**src/rtl/vga_dtg_if.sv**
```systemverilog
// ---------------------------------------------------------------------------
// vga_dtg_if
//  Groups the display-timing outputs of vga_dtg so they can be handed to the
//  icon / world-map lookup stages and the colorizer as one bundle.
//
//  Signals:
//    horiz_sync    horizontal sync (active level set by the generator)
//    vert_sync     vertical sync
//    video_on      1 inside the visible window
//    pixel_column  horizontal scan position, 12 bits
//    pixel_row     vertical scan position, 12 bits
//    frame_start   one-cycle pulse while the bundle shows (0,0)
//    frame_count   16-bit frame counter, present only with DTG_FRAME_COUNT_EN
//
//  Modports: master = timing generator (drives), slave = consumers (read).
//  Optional feature macro: DTG_FRAME_COUNT_EN.
// ---------------------------------------------------------------------------
interface vga_dtg_if;
    logic        horiz_sync;
    logic        vert_sync;
    logic        video_on;
    logic [11:0] pixel_column;
    logic [11:0] pixel_row;
    logic        frame_start;
`ifdef DTG_FRAME_COUNT_EN
    logic [15:0] frame_count;
`endif

    modport master (
        output horiz_sync,
        output vert_sync,
        output video_on,
        output pixel_column,
        output pixel_row,
`ifdef DTG_FRAME_COUNT_EN
        output frame_count,
`endif
        output frame_start
    );

    modport slave (
        input horiz_sync,
        input vert_sync,
        input video_on,
        input pixel_column,
        input pixel_row,
`ifdef DTG_FRAME_COUNT_EN
        input frame_count,
`endif
        input frame_start
    );
endinterface

```
**src/rtl/vga_dtg.sv**
```systemverilog
// ---------------------------------------------------------------------------
// vga_dtg
//  Display timing generator for the 1024x768@60Hz VGA path (65 MHz pixel
//  clock). Free-running horizontal/vertical counters are decoded into sync,
//  active-video and frame-start qualifiers; every output is registered from
//  the decode of the current counters, so all outputs lag the counters by one
//  cycle and stay mutually aligned.
//
//  Ports:
//    clock     in   pixel clock
//    reset_n   in   asynchronous active-low reset
//    vga       vga_dtg_if.master: horiz_sync, vert_sync, video_on,
//              pixel_column[11:0], pixel_row[11:0], frame_start
//              (+ frame_count[15:0] when DTG_FRAME_COUNT_EN is defined)
//
//  Optional feature macro: DTG_FRAME_COUNT_EN (adds frame_count).
// ---------------------------------------------------------------------------
module vga_dtg #(
    parameter int H_ACTIVE = 1024,
    parameter int H_FRONT  = 24,
    parameter int H_SYNC   = 136,
    parameter int H_BACK   = 160,
    parameter int V_ACTIVE = 768,
    parameter int V_FRONT  = 3,
    parameter int V_SYNC   = 6,
    parameter int V_BACK   = 29,
    parameter bit SYNC_POL = 1'b0
) (
    input  logic      clock,
    input  logic      reset_n,
    vga_dtg_if.master vga
);
    localparam int H_TOTAL = H_ACTIVE + H_FRONT + H_SYNC + H_BACK;
    localparam int V_TOTAL = V_ACTIVE + V_FRONT + V_SYNC + V_BACK;

    localparam logic [11:0] C_H_LAST   = 12'(H_TOTAL - 1);
    localparam logic [11:0] C_H_ACTIVE = 12'(H_ACTIVE);
    localparam logic [11:0] C_HS_BEGIN = 12'(H_ACTIVE + H_FRONT);
    localparam logic [11:0] C_HS_END   = 12'(H_ACTIVE + H_FRONT + H_SYNC);
    localparam logic [11:0] C_V_LAST   = 12'(V_TOTAL - 1);
    localparam logic [11:0] C_V_ACTIVE = 12'(V_ACTIVE);
    localparam logic [11:0] C_VS_BEGIN = 12'(V_ACTIVE + V_FRONT);
    localparam logic [11:0] C_VS_END   = 12'(V_ACTIVE + V_FRONT + V_SYNC);

    logic [11:0] r_hc;
    logic [11:0] r_vc;

    logic        w_h_wrap;
    logic        w_v_wrap;
    logic        w_video_on;
    logic        w_hs_active;
    logic        w_vs_active;
    logic        w_frame_start;

    logic        r_horiz_sync;
    logic        r_vert_sync;
    logic        r_video_on;
    logic [11:0] r_pixel_column;
    logic [11:0] r_pixel_row;
    logic        r_frame_start;

    assign w_h_wrap      = (r_hc == C_H_LAST);
    assign w_v_wrap      = (r_vc == C_V_LAST);
    assign w_video_on    = (r_hc < C_H_ACTIVE) && (r_vc < C_V_ACTIVE);
    assign w_hs_active   = (r_hc >= C_HS_BEGIN) && (r_hc < C_HS_END);
    // Depends on vc only, so it can only change where hc wraps to 0.
    assign w_vs_active   = (r_vc >= C_VS_BEGIN) && (r_vc < C_VS_END);
    assign w_frame_start = (r_hc == 12'd0) && (r_vc == 12'd0);

    // Scan counters: vc advances only on the line wrap.
    always_ff @(posedge clock or negedge reset_n) begin
        if (!reset_n) begin
            r_hc <= 12'd0;
            r_vc <= 12'd0;
        end else if (w_h_wrap) begin
            r_hc <= 12'd0;
            r_vc <= w_v_wrap ? 12'd0 : r_vc + 12'd1;
        end else begin
            r_hc <= r_hc + 12'd1;
        end
    end

    // Registered decode: one cycle behind the counters, all aligned.
    always_ff @(posedge clock or negedge reset_n) begin
        if (!reset_n) begin
            r_horiz_sync   <= ~SYNC_POL;
            r_vert_sync    <= ~SYNC_POL;
            r_video_on     <= 1'b0;
            r_pixel_column <= 12'd0;
            r_pixel_row    <= 12'd0;
            r_frame_start  <= 1'b0;
        end else begin
            r_horiz_sync   <= w_hs_active ? SYNC_POL : ~SYNC_POL;
            r_vert_sync    <= w_vs_active ? SYNC_POL : ~SYNC_POL;
            r_video_on     <= w_video_on;
            r_pixel_column <= r_hc;
            r_pixel_row    <= r_vc;
            r_frame_start  <= w_frame_start;
        end
    end

    assign vga.horiz_sync   = r_horiz_sync;
    assign vga.vert_sync    = r_vert_sync;
    assign vga.video_on     = r_video_on;
    assign vga.pixel_column = r_pixel_column;
    assign vga.pixel_row    = r_pixel_row;
    assign vga.frame_start  = r_frame_start;

`ifdef DTG_FRAME_COUNT_EN
    // Steps on the same edge that raises frame_start, so the first frame
    // after reset reads 1. Natural 16-bit wrap.
    logic [15:0] r_frame_count;

    always_ff @(posedge clock or negedge reset_n) begin
        if (!reset_n) begin
            r_frame_count <= 16'd0;
        end else if (w_frame_start) begin
            r_frame_count <= r_frame_count + 16'd1;
        end
    end

    assign vga.frame_count = r_frame_count;
`endif

endmodule
```
**src/flat_wrapper.sv**
```systemverilog
// flat-port wrapper written by rule: the top's interface ports become plain ports
module vga_dtg_flat 
#(
    parameter int H_ACTIVE = 1024,
    parameter int H_FRONT  = 24,
    parameter int H_SYNC   = 136,
    parameter int H_BACK   = 160,
    parameter int V_ACTIVE = 768,
    parameter int V_FRONT  = 3,
    parameter int V_SYNC   = 6,
    parameter int V_BACK   = 29,
    parameter bit SYNC_POL = 1'b0
)
  (clock, reset_n, vga_horiz_sync, vga_vert_sync, vga_video_on, vga_pixel_column, vga_pixel_row, vga_frame_start);
  vga_dtg_if vga_i ();
  input  logic clock;
  input  logic reset_n;
  output wire logic [$bits(vga_i.horiz_sync)-1:0] vga_horiz_sync;
  output wire logic [$bits(vga_i.vert_sync)-1:0] vga_vert_sync;
  output wire logic [$bits(vga_i.video_on)-1:0] vga_video_on;
  output wire logic [$bits(vga_i.pixel_column)-1:0] vga_pixel_column;
  output wire logic [$bits(vga_i.pixel_row)-1:0] vga_pixel_row;
  output wire logic [$bits(vga_i.frame_start)-1:0] vga_frame_start;
  assign vga_horiz_sync = vga_i.horiz_sync;
  assign vga_vert_sync = vga_i.vert_sync;
  assign vga_video_on = vga_i.video_on;
  assign vga_pixel_column = vga_i.pixel_column;
  assign vga_pixel_row = vga_i.pixel_row;
  assign vga_frame_start = vga_i.frame_start;
  vga_dtg #(.H_ACTIVE(H_ACTIVE), .H_FRONT(H_FRONT), .H_SYNC(H_SYNC), .H_BACK(H_BACK), .V_ACTIVE(V_ACTIVE), .V_FRONT(V_FRONT), .V_SYNC(V_SYNC), .V_BACK(V_BACK), .SYNC_POL(SYNC_POL)) u_core (.clock(clock), .reset_n(reset_n), .vga(vga_i));
endmodule
```
**config.mk**
```make
export PLATFORM = sky130hd
export DESIGN_NAME = vga_dtg_flat
export DESIGN_NICKNAME = d
export VERILOG_FILES = /design/src/rtl/vga_dtg_if.sv /design/src/rtl/vga_dtg.sv /design/src/flat_wrapper.sv
export SDC_FILE = /design/constraint.sdc
export NUM_CORES = 1
export LEC_CHECK = 0
export ABC_AREA = 1
export BUFFER_PORTS_ARGS = -buffer_cell sky130_fd_sc_hd__buf_2
export CORE_MARGIN = 2
export CORE_UTILIZATION = 50
export CTS_BUF_LIST = sky130_fd_sc_hd__clkbuf_4
export DETAILED_ROUTE_END_ITERATION = 6
export GPL_ROUTABILITY_DRIVEN = 0
export GPL_TIMING_DRIVEN = 0
export MAX_ROUTING_LAYER = met4
export PLACE_DENSITY = 0.67
export SETUP_SLACK_MARGIN = 0.4
export SLEW_MARGIN = 20
export SYNTH_ARGS = -nofsm -noshare
export SYNTH_HDL_FRONTEND = slang
export SYNTH_SLANG_ARGS = --single-unit
```
**constraint.sdc**
```tcl
create_clock -name clock -period 3.1 [get_ports clock]
set_input_delay 0.31 -clock clock [delete_from_list [all_inputs] [get_ports clock]]
set_output_delay 0.31 -clock clock [all_outputs]
set_load 0.02 [all_outputs]
```
# [Word-level counts from Yosys, hierarchy flattened]
# Index checks and enable logic that the tools add are counted.
[totals] register_bits=52 output_inout_bits=28 elab_cells=28
[op_classes] add_sub_neg=2 n_lt_le_gt_ge=6 eq_ne=2 n_mux=4 n_reduce_logical=6
[ops] operator="$add 12x1->12 const B" count=2
[ops] operator="$logic_not 12->1" count=2
[ops] operator="$lt 12x10->1 const B" count=2
[ops] operator="$lt 12x11->1 const B" count=2
[ops] operator="$mux 12" count=2
[ops] operator="$eq 12x10->1 const B" count=1
[ops] operator="$eq 12x11->1 const B" count=1
[ops] operator="$ge 12x10->1 const B" count=1
[ops] operator="$ge 12x11->1 const B" count=1
[ops] operator="$logic_and 1x1->1" count=4
[ops] operator="$mux 1" count=2

# [Depth between registers and ports, before layout]
# Gate-level depths: netlist (run 1).
[logic_depth] depth_word=3 mapped_depth=10 mapped_depth_nobuf=9

# [Least setup slack after synthesis (run 1)]
# No wires, ideal clock.
[synth_timing] path_type="reg-to-reg" start="register u_core.r_hc[0]" end="register u_core.r_vc[0]" setup_ps=127 arrival_time_ps=1289 t_required_ps=2973 setup_slack_ps=1684 path_stages_with_launch=9 n_path_buf=2 period_less_slack_ps=1416 cell_sequence="dfrtp_1 ha_1 nand2_2 nor2_2 nand2_2 nor2_2 buf_6 buf_4 o21ai_0"
[synth_via] elab_chain_len=1
[synth_lines] element="from (decl)" line_no="vga_dtg.sv:45" text="logic [11:0] r_hc;"
[synth_lines] element="from (signal assigned)" line_no="vga_dtg.sv:79" text="r_hc <= r_hc + 12'd1;"
[synth_lines] element="$eq 12x11->1" line_no="vga_dtg.sv:62" text="assign w_h_wrap = (r_hc == C_H_LAST);"
[synth_lines] element="to (signal assigned)" line_no="vga_dtg.sv:77" text="r_vc <= w_v_wrap ? 12'd0 : r_vc + 12'd1;"
[synth_lines] element="to (decl)" line_no="vga_dtg.sv:46" text="logic [11:0] r_vc;"
# No other way between the ends.
# A chain may end at the register's enable or synchronous reset.

# [Worst setup path after layout (run 1)]
# Ends and elaborated chain as after synthesis.

==> summary.md, run 1 <==
| Metric | Value |
|---|---|
| Outcome | completed |
| Slew @ Worst Pin | 0.633 ns |
| Post-synth EDFFs | 0 |
| Largest net degree at the start of global routing | 53 |
| Syn-to-layout area delta | 12.6% |
| Worst setup SP type | register |
| Internal | between 0.0007 and 0.0008 W |
| CP Cell Sequence | ha_1 > nand2_2 > nor2_2 > nand2_2 > nor2_2 > buf_6 > buf_4 > o21ai_0 |
| Pleak | 1.32 nW |
| Synthesized flop and latch total | 52 |
| Vias in the first global route | 1,524 |
| First-pass GRT wire length | 6980 um |
| Post-CTS Resized | 0 |
| Most frequent cells in the layout | nand2_1 (50), dfrtp_1 (50), inv_1 (33) |
| Peak supply drop | between 200 and 300 uV |
| Worst setup margin | between 1 and 1.5 ns |
| Critical path fanouts, max | 10 |
| IO Port Bufs | 29 |
| Post-DP HPWL | 2840 um |
| Finished Core Util | between 50% and 60% |
| Sink Count | between 50 and 60 |
| FMAX | around 600 MHz |
| Via count | ~1,600 |
| Drt drc | 0 |
| Final Skew | roughly 0.015 ns |
| Filler cell count | between 300 and 400 |
| Final WL | 3940 um |
| Max-slew violations | 0 |
| Net Sw Power | 0.000213 W |
| Multi-input gate area | around 750 um^2 |
| WL/cell | approximately 12 um |
| Root buffer cell | clkbuf_4 |
| Syn_nets | 250 |
| Cell variety after synth | 24 |
| Critical path required time | between 3 and 4 ns |
| Reg2reg path depth | 8 |
| Clock buffer depth | 2 |
| Diode count | 0 |
| Die area | 0.00500 mm^2 |
| Die Y | slightly above 70 um |
| Clock-pin slew on the worst setup and hold paths | about 0.15 ns |
| H-tree levels | 2 |
| Register area | 0.00130 mm^2 |
| CTS Hold Bufs | 0 |
| Min Tclk post-route | roughly 1.7 ns |
| Final hold violation count | 0 |
| Post-synth ARST share | between 90% and 100% |
| CP endpoint kind | register |
| Pre-CTS setup slack | between 1 and 1.5 ns |
| Setup TNS | 0 ns |
| Worst path max stage delay | ~0.45 ns |
| Mapped Area | 0.00223 mm^2 |
| Detail Route Antenna Nets | 0 |
| Die width | between 70 and 80 um |
| Net Sw Frac | a little over a fifth |
| Total GRT Usage | a little under a fifth |
| CP max-delay cell | dfrtp_1 |
| Clk pwr share | between 30 and 40% |
| Mapped Avg Cell Area | approximately 9.2 um^2 |
| Pre-antenna DRT Iters | 4 |
| Layout cell share with drive strength beyond 1 | between 10% and 20% |
| Start of the worst register-to-register path | u_core.r_hc[0] |
| Sequential power share | between 60% and 70% |
| Worst-Skew Late Latency | about 0.38 ns |
| Number of CTS-inserted buffers | 5 |
| Critical R2R Capture | u_core.r_vc[0] |
| Synth warn | 0 |
| Register area share after synthesis | 58.5% |
| Via density | roughly 5 |
| Slew headroom | approximately 58% |
| Final number of setup-violating endpoints | 0 |
| Worst Min Path Start | u_core.r_vc[5] |
| Hold Crit Class | reg -> reg |
| Worst Setup SP | u_core.r_hc[0] |
| Synth Instances | 242 |
| Drt first-iter violations | approximately 110 |
| Primary FF master, synth | dfrtp_1 |
| Initial Util | 51.5% |
| Initial antenna violation count | 0 |
| Row Count | 24 |
| Crit path DAT | ~2.0 ns |
| Post-Layout Cell Count | 332 |
| MaxCap Viol Count | 0 |
| Period Utilization, post-route | between 50 and 60% |
| Top delay family on crit path | flip-flops |
| Pwr per Cell Area | a little under 400 mW/mm^2 |
| Hold endpoint | u_core.vga.pixel_row[5] |
| CP Class | reg -> reg |
| Post-CTS Setup Bufs | 0 |
| Buf/Inv on CP | 2 |
| Pwr Total | between 0.0009 and 0.001 W |
| Cells on Worst Hold Path | 0 |
| Dpl cells | between 300 and 400 |
| CTS tree | yes |
| RSZ-0062 raised after global routing | false |
| Fin nets | 287 |
| FF-to-FF setup slack | around 1.4 ns |
| Grt ovf | 0 |
| I/O pin total | 30 |
| Comb power frac | 1.4% |
| Core ar. | about 0.0043 mm^2 |
synthesized netlist by cell type, types with 2 or more instances:
| cell | count | area share, % |
|---|---|---|
| nand2_2 | 3 | 0.84 |
| nand4_1 | 7 | 2.0 |
| nor2_2 | 2 | 0.56 |
| o21ai_0 | 11 | 2.5 |
| nand2_1 | 50 | 8.4 |
| dfstp_2 | 2 | 2.4 |
| a21oi_1 | 3 | 0.67 |
| ha_1 | 6 | 3.4 |
| buf_6 | 2 | 1.0 |
| xor2_1 | 3 | 1.2 |
| o21ai_1 | 2 | 0.45 |
| inv_1 | 33 | 5.6 |
| nand3_1 | 25 | 5.6 |
| dfrtp_1 | 50 | 56 |
| buf_2 | 3 | 0.67 |
| nor2_1 | 26 | 4.4 |
| o21ai_2 | 2 | 0.79 |
| nor3_1 | 6 | 1.3 |
through the flow:
stage	instance area [um^2]	hold slack, ns
after floorplan	2230	0.0144
after global placement	2440	0.354
after detailed placement	2440	0.357
after CTS	2490	0.154
after global routing	2510	0.406
final	2510	0.385
flip-flops by register name, indices dropped and copies added, names as in the netlist:
| signal | flops |
|---|---|
| u_core.r_vc | 12 |
| u_core.vga.pixel_column | 12 |
| u_core.vga.video_on | 1 |
| u_core.vga.frame_start | 1 |
| u_core.vga.pixel_row | 12 |
| u_core.vga.horiz_sync | 1 |
| u_core.vga.vert_sync | 1 |
| u_core.r_hc | 12 |
layer usage:
layer	wire [um]	vias up	GRT usage (%)
li1	-	842	-
met1	1900	731	25.9
met2	1750	47	26.4
met3	209	7	4.27
met4	80	0	7.55
met5	0	-	-
final cells by class:
| cell class | instances | share of cell area, % |
|---|---|---|
| buffer | 6 | 1.80 |
| sequential | 52 | 52.0 |
| tap | 52 | 2.59 |
| clock inverter | 2 | 0.499 |
| clock buffer | 6 | 1.80 |
| multi-input combinational | 151 | 30.1 |
| timing repair buffer | 30 | 6.29 |
| inverter | 33 | 4.94 |
power by group through the flow:
stage | Combinational, W | Clock [W] | Sequential [W]
2_1_floorplan | 0.000000000447 | 0 | 0.000691
3_3_place_gp | 0.0000135 | 0 | 0.000691
3_5_place_dp | 0.0000138 | 0 | 0.000691
4_1_cts | 0.0000138 | 0.000319 | 0.000679
5_1_grt | 0.0000172 | 0.000342 | 0.000679
6_report | 0.0000139 | 0.000297 | 0.000678
worst max path at each step:
| stage | end | slack (ns) | depth (start not counted) |
|---|---|---|---|
| floorplan | u_core.r_vc[0] | 1.68 | 8 |
| CTS | u_core.r_vc[0] | 1.39 | 8 |
| global route | u_core.r_vc[0] | 1.25 | 8 |
| global placement | u_core.r_vc[11] | 1.46 | 8 |
| finish | u_core.r_vc[0] | 1.41 | 8 |
| detailed placement | u_core.r_vc[1] | 1.44 | 8 |
cells by family (layout without fill, tap and decap cells):
group | Yosys count | count (layout) | share of synthesized area (%)
compound gates | 18 | 18 | 4.38
simple gates | 123 | 123 | 24.6
flops | 52 | 52 | 58.5
fa+ha+maj | 6 | 6 | 3.37
buf+inv | 39 | 77 | 7.58
xor+xnor | 4 | 4 | 1.57
No activity file was read; power rests on OpenSTA's default activity.
==> inputs of run 2 (changes only) <==
==> constraint.sdc (replaced) <==
create_clock -name clock -period 1.6 [get_ports clock]
set_input_delay 0.16 -clock clock [delete_from_list [all_inputs] [get_ports clock]]
set_output_delay 0.16 -clock clock [all_outputs]
set_load 0.02 [all_outputs]
==> run 2 against run 1 <==
Net effect: critical path depth unchanged; utilization up 6.7 points; setup slack worse by 1.3 ns; first-iteration DRC count down 4.6%; critical endpoint is now u_core.r_vc[6]; highest routed layer unchanged.
==> summary.md, run 2 (same netlist as run 1, synthesis figures left out) <==
| Metric | Value |
|---|---|
| Internal | roughly 0.0015 W |
| Pwr per Cell Area | 689 mW/mm^2 |
| Worst Setup EP | u_core.r_vc[6] |
| Grt ovf | 0 |
| RSZ-0062 raised after global routing | true |
| Pleak | about 1.4 nW |
| FF-to-FF setup slack | between 0.1 and 0.15 ns |
| Slew @ Worst Pin | around 0.64 ns |
| Final hold violation count | 0 |
| Row Count | 24 |
| Post-DP HPWL | 2770 um |
| Final WL | between 4000 and 5000 um |
| Peak supply drop | 384 uV |
| Max layer used | met4 |
| Syn-to-layout area delta | 25.5% |
| Die Y | 70.7 um |
| Min Tclk post-route | ~1.5 ns |
| CP endpoint kind | register |
| H-tree levels | 2 |
| Via density | 5.00 |
| Net Sw Frac | between 20% and 30% |
| WL met2 | around 2100 um |
| Post-Layout Cell Count | 345 |
| Sink Count | 52 |
| Most frequent cells in the layout | dfrtp_1 (47), nand2_1 (40), inv_1 (30), buf_2 (30), nand3_1 (21) |
| Start of the worst register-to-register path | u_core.r_hc[1] |
| Comb power frac | around 1.4% |
| WL/cell | about 13 um |
| Slew headroom | between 50% and 60% |
| Critical path required time | 1.86 ns |
| Critical R2R Capture | u_core.r_vc[6] |
| Core ar. | 0.00432 mm^2 |
| Clk pwr share | 30.3% |
| Max-slew violations | 0 |
| Final number of setup-violating endpoints | 0 |
| Clock buffer depth | 2 |
| Detail Route Antenna Nets | 0 |
| First-pass GRT wire length | 7810 um |
| Initial Util | between 50% and 60% |
| Setup TNS | 0 ns |
| Dpl cells | between 300 and 400 |
| Worst Setup SP | u_core.r_hc[1] |
| Worst setup SP type | register |
| Drt first-iter violations | a little over 100 |
| CP Class | reg -> reg |
| Layout cell share with drive strength beyond 1 | 34.1% |
| Outcome | completed |
| Critical path fanouts, max | 10 |
| Root buffer cell | clkbuf_4 |
| MaxCap Viol Count | 0 |
| Hold Crit Class | in -> async |
| Post-route cell area | between 0.002 and 0.003 mm^2 |
| DR WL met3 | approximately 190 um |
| Crit path DAT | ~1.7 ns |
| Placed cell areas | approximately 0.0025 mm^2 |
| Sequential power share | 68.3% |
| Diode count | 0 |
| Initial antenna violation count | 0 |
| Largest net degree at the start of global routing | 53 |
| CTS tree | yes |
| Period Utilization, post-route | 92.1% |
| Pre-antenna DRT Iters | 4 |
| Via count | approximately 1,700 |
| Final Skew | around 0.018 ns |
| FMAX | approximately 680 MHz |
| I/O pin total | 30 |
| Die width | approximately 70 um |
| Pwr Total | between 0.0015 and 0.002 W |
| Total GRT Usage | between 20% and 30% |
| Vias in the first global route | between 1,500 and 2,000 |
| Commonest non-fill, non-tap cell in the layout | dfrtp_1 |
| Clock-pin slew on the worst setup and hold paths | approximately 0.14 ns |
| Fin nets | 300 |
| Net Sw Power | 0.000423 W |
| M1 wire length | between 2000 and 2500 um |
| Worst-Skew Late Latency | about 0.37 ns |
| Reg2reg path depth | 8 |
| Drt drc | 0 |
| Die area | around 0.005 mm^2 |
| IO Port Bufs | 29 |
| Number of CTS-inserted buffers | 5 |
## run 2: changes by cell type in the layout (fill, tap and decap cells not counted), moves of 4 or more
cell	delta
nor2_1	-7
buf_6	+4
o21ai_0	-6
nand2_1	-10
nor2_4	+4
buf_4	+9
nand3_1	-4
o21ai_1	+6
nand2_2	+7
## run 2: what timing repair did
item                                    CTS  global route
endpoints found under the setup margin   25            27
cloned                                    2             0
setup buffers                             8             3
hold buffers                              0             1
pin swaps                                 8             5
hold endpoints to repair                  0            50
gates resized for setup                  26            17
## run 2: critical path, cell delays in order (launching register included)
cell     delay, ns
dfrtp_1       0.43
ha_4          0.17
nand2_4       0.06
nor2_4        0.12
nand2_2       0.08
nor2_4        0.14
buf_6         0.15
buf_8         0.14
o21ai_1       0.06
## run 2: cell type report
class,count,area [um^2]
clock buffer,6,45.0
sequential,52,1310
clock inverter,2,11.3
timing repair buffer,43,273
fill,372,1530
multi-input combinational,151,917
buffer,6,52.6
inverter,33,124
tap,52,65.1
## run 2: power by group through the flow
stage	combinational, W	sequential, W	clock, W
6_report	0.0000273	0.00131	0.000583
5_1_grt	0.0000339	0.00132	0.000642
4_1_cts	0.0000264	0.00131	0.000602
3_5_place_dp	0.0000267	0.00134	0
3_3_place_gp	0.0000263	0.00134	0
2_1_floorplan	0.000000000455	0.00134	0
## run 2: layer usage
layer / GRT usage, % / vias to the layer above
li1: - / 864
met1: 28.2 / 811
met2: 30.5 / 44
met3: 3.28 / 7
met4: 10.3 / 0
met5: - / -
## run 2: worst min path at each step
| stage | cells past startpoint | from | slack (ns) | to |
|---|---|---|---|---|
| 2_1_floorplan | 0 | reset_n | -0.14 | u_core.r_hc[0] |
| 3_3_place_gp | 0 | u_core.r_vc[5] | 0.35 | u_core.vga.pixel_row[5] |
| 3_5_place_dp | 0 | u_core.r_vc[2] | 0.35 | u_core.vga.pixel_row[2] |
| 4_1_cts | 1 | reset_n | 0.007 | u_core.r_hc[5] |
| 5_1_grt | 2 | reset_n | 0.40 | u_core.r_hc[5] |
| 6_report | 2 | reset_n | 0.33 | u_core.r_vc[7] |
## run 2: metrics by stage
stage	utilization (%)	setup slack, ns	hold WS (ns)
detailed placement	57.1	0.0557	0.355
CTS	62.2	0.120	0.00662
finish	64.6	0.126	0.328
floorplan	-	0.255	-0.136
global placement	57.1	0.0535	0.354
global route	64.6	0.0297	0.402
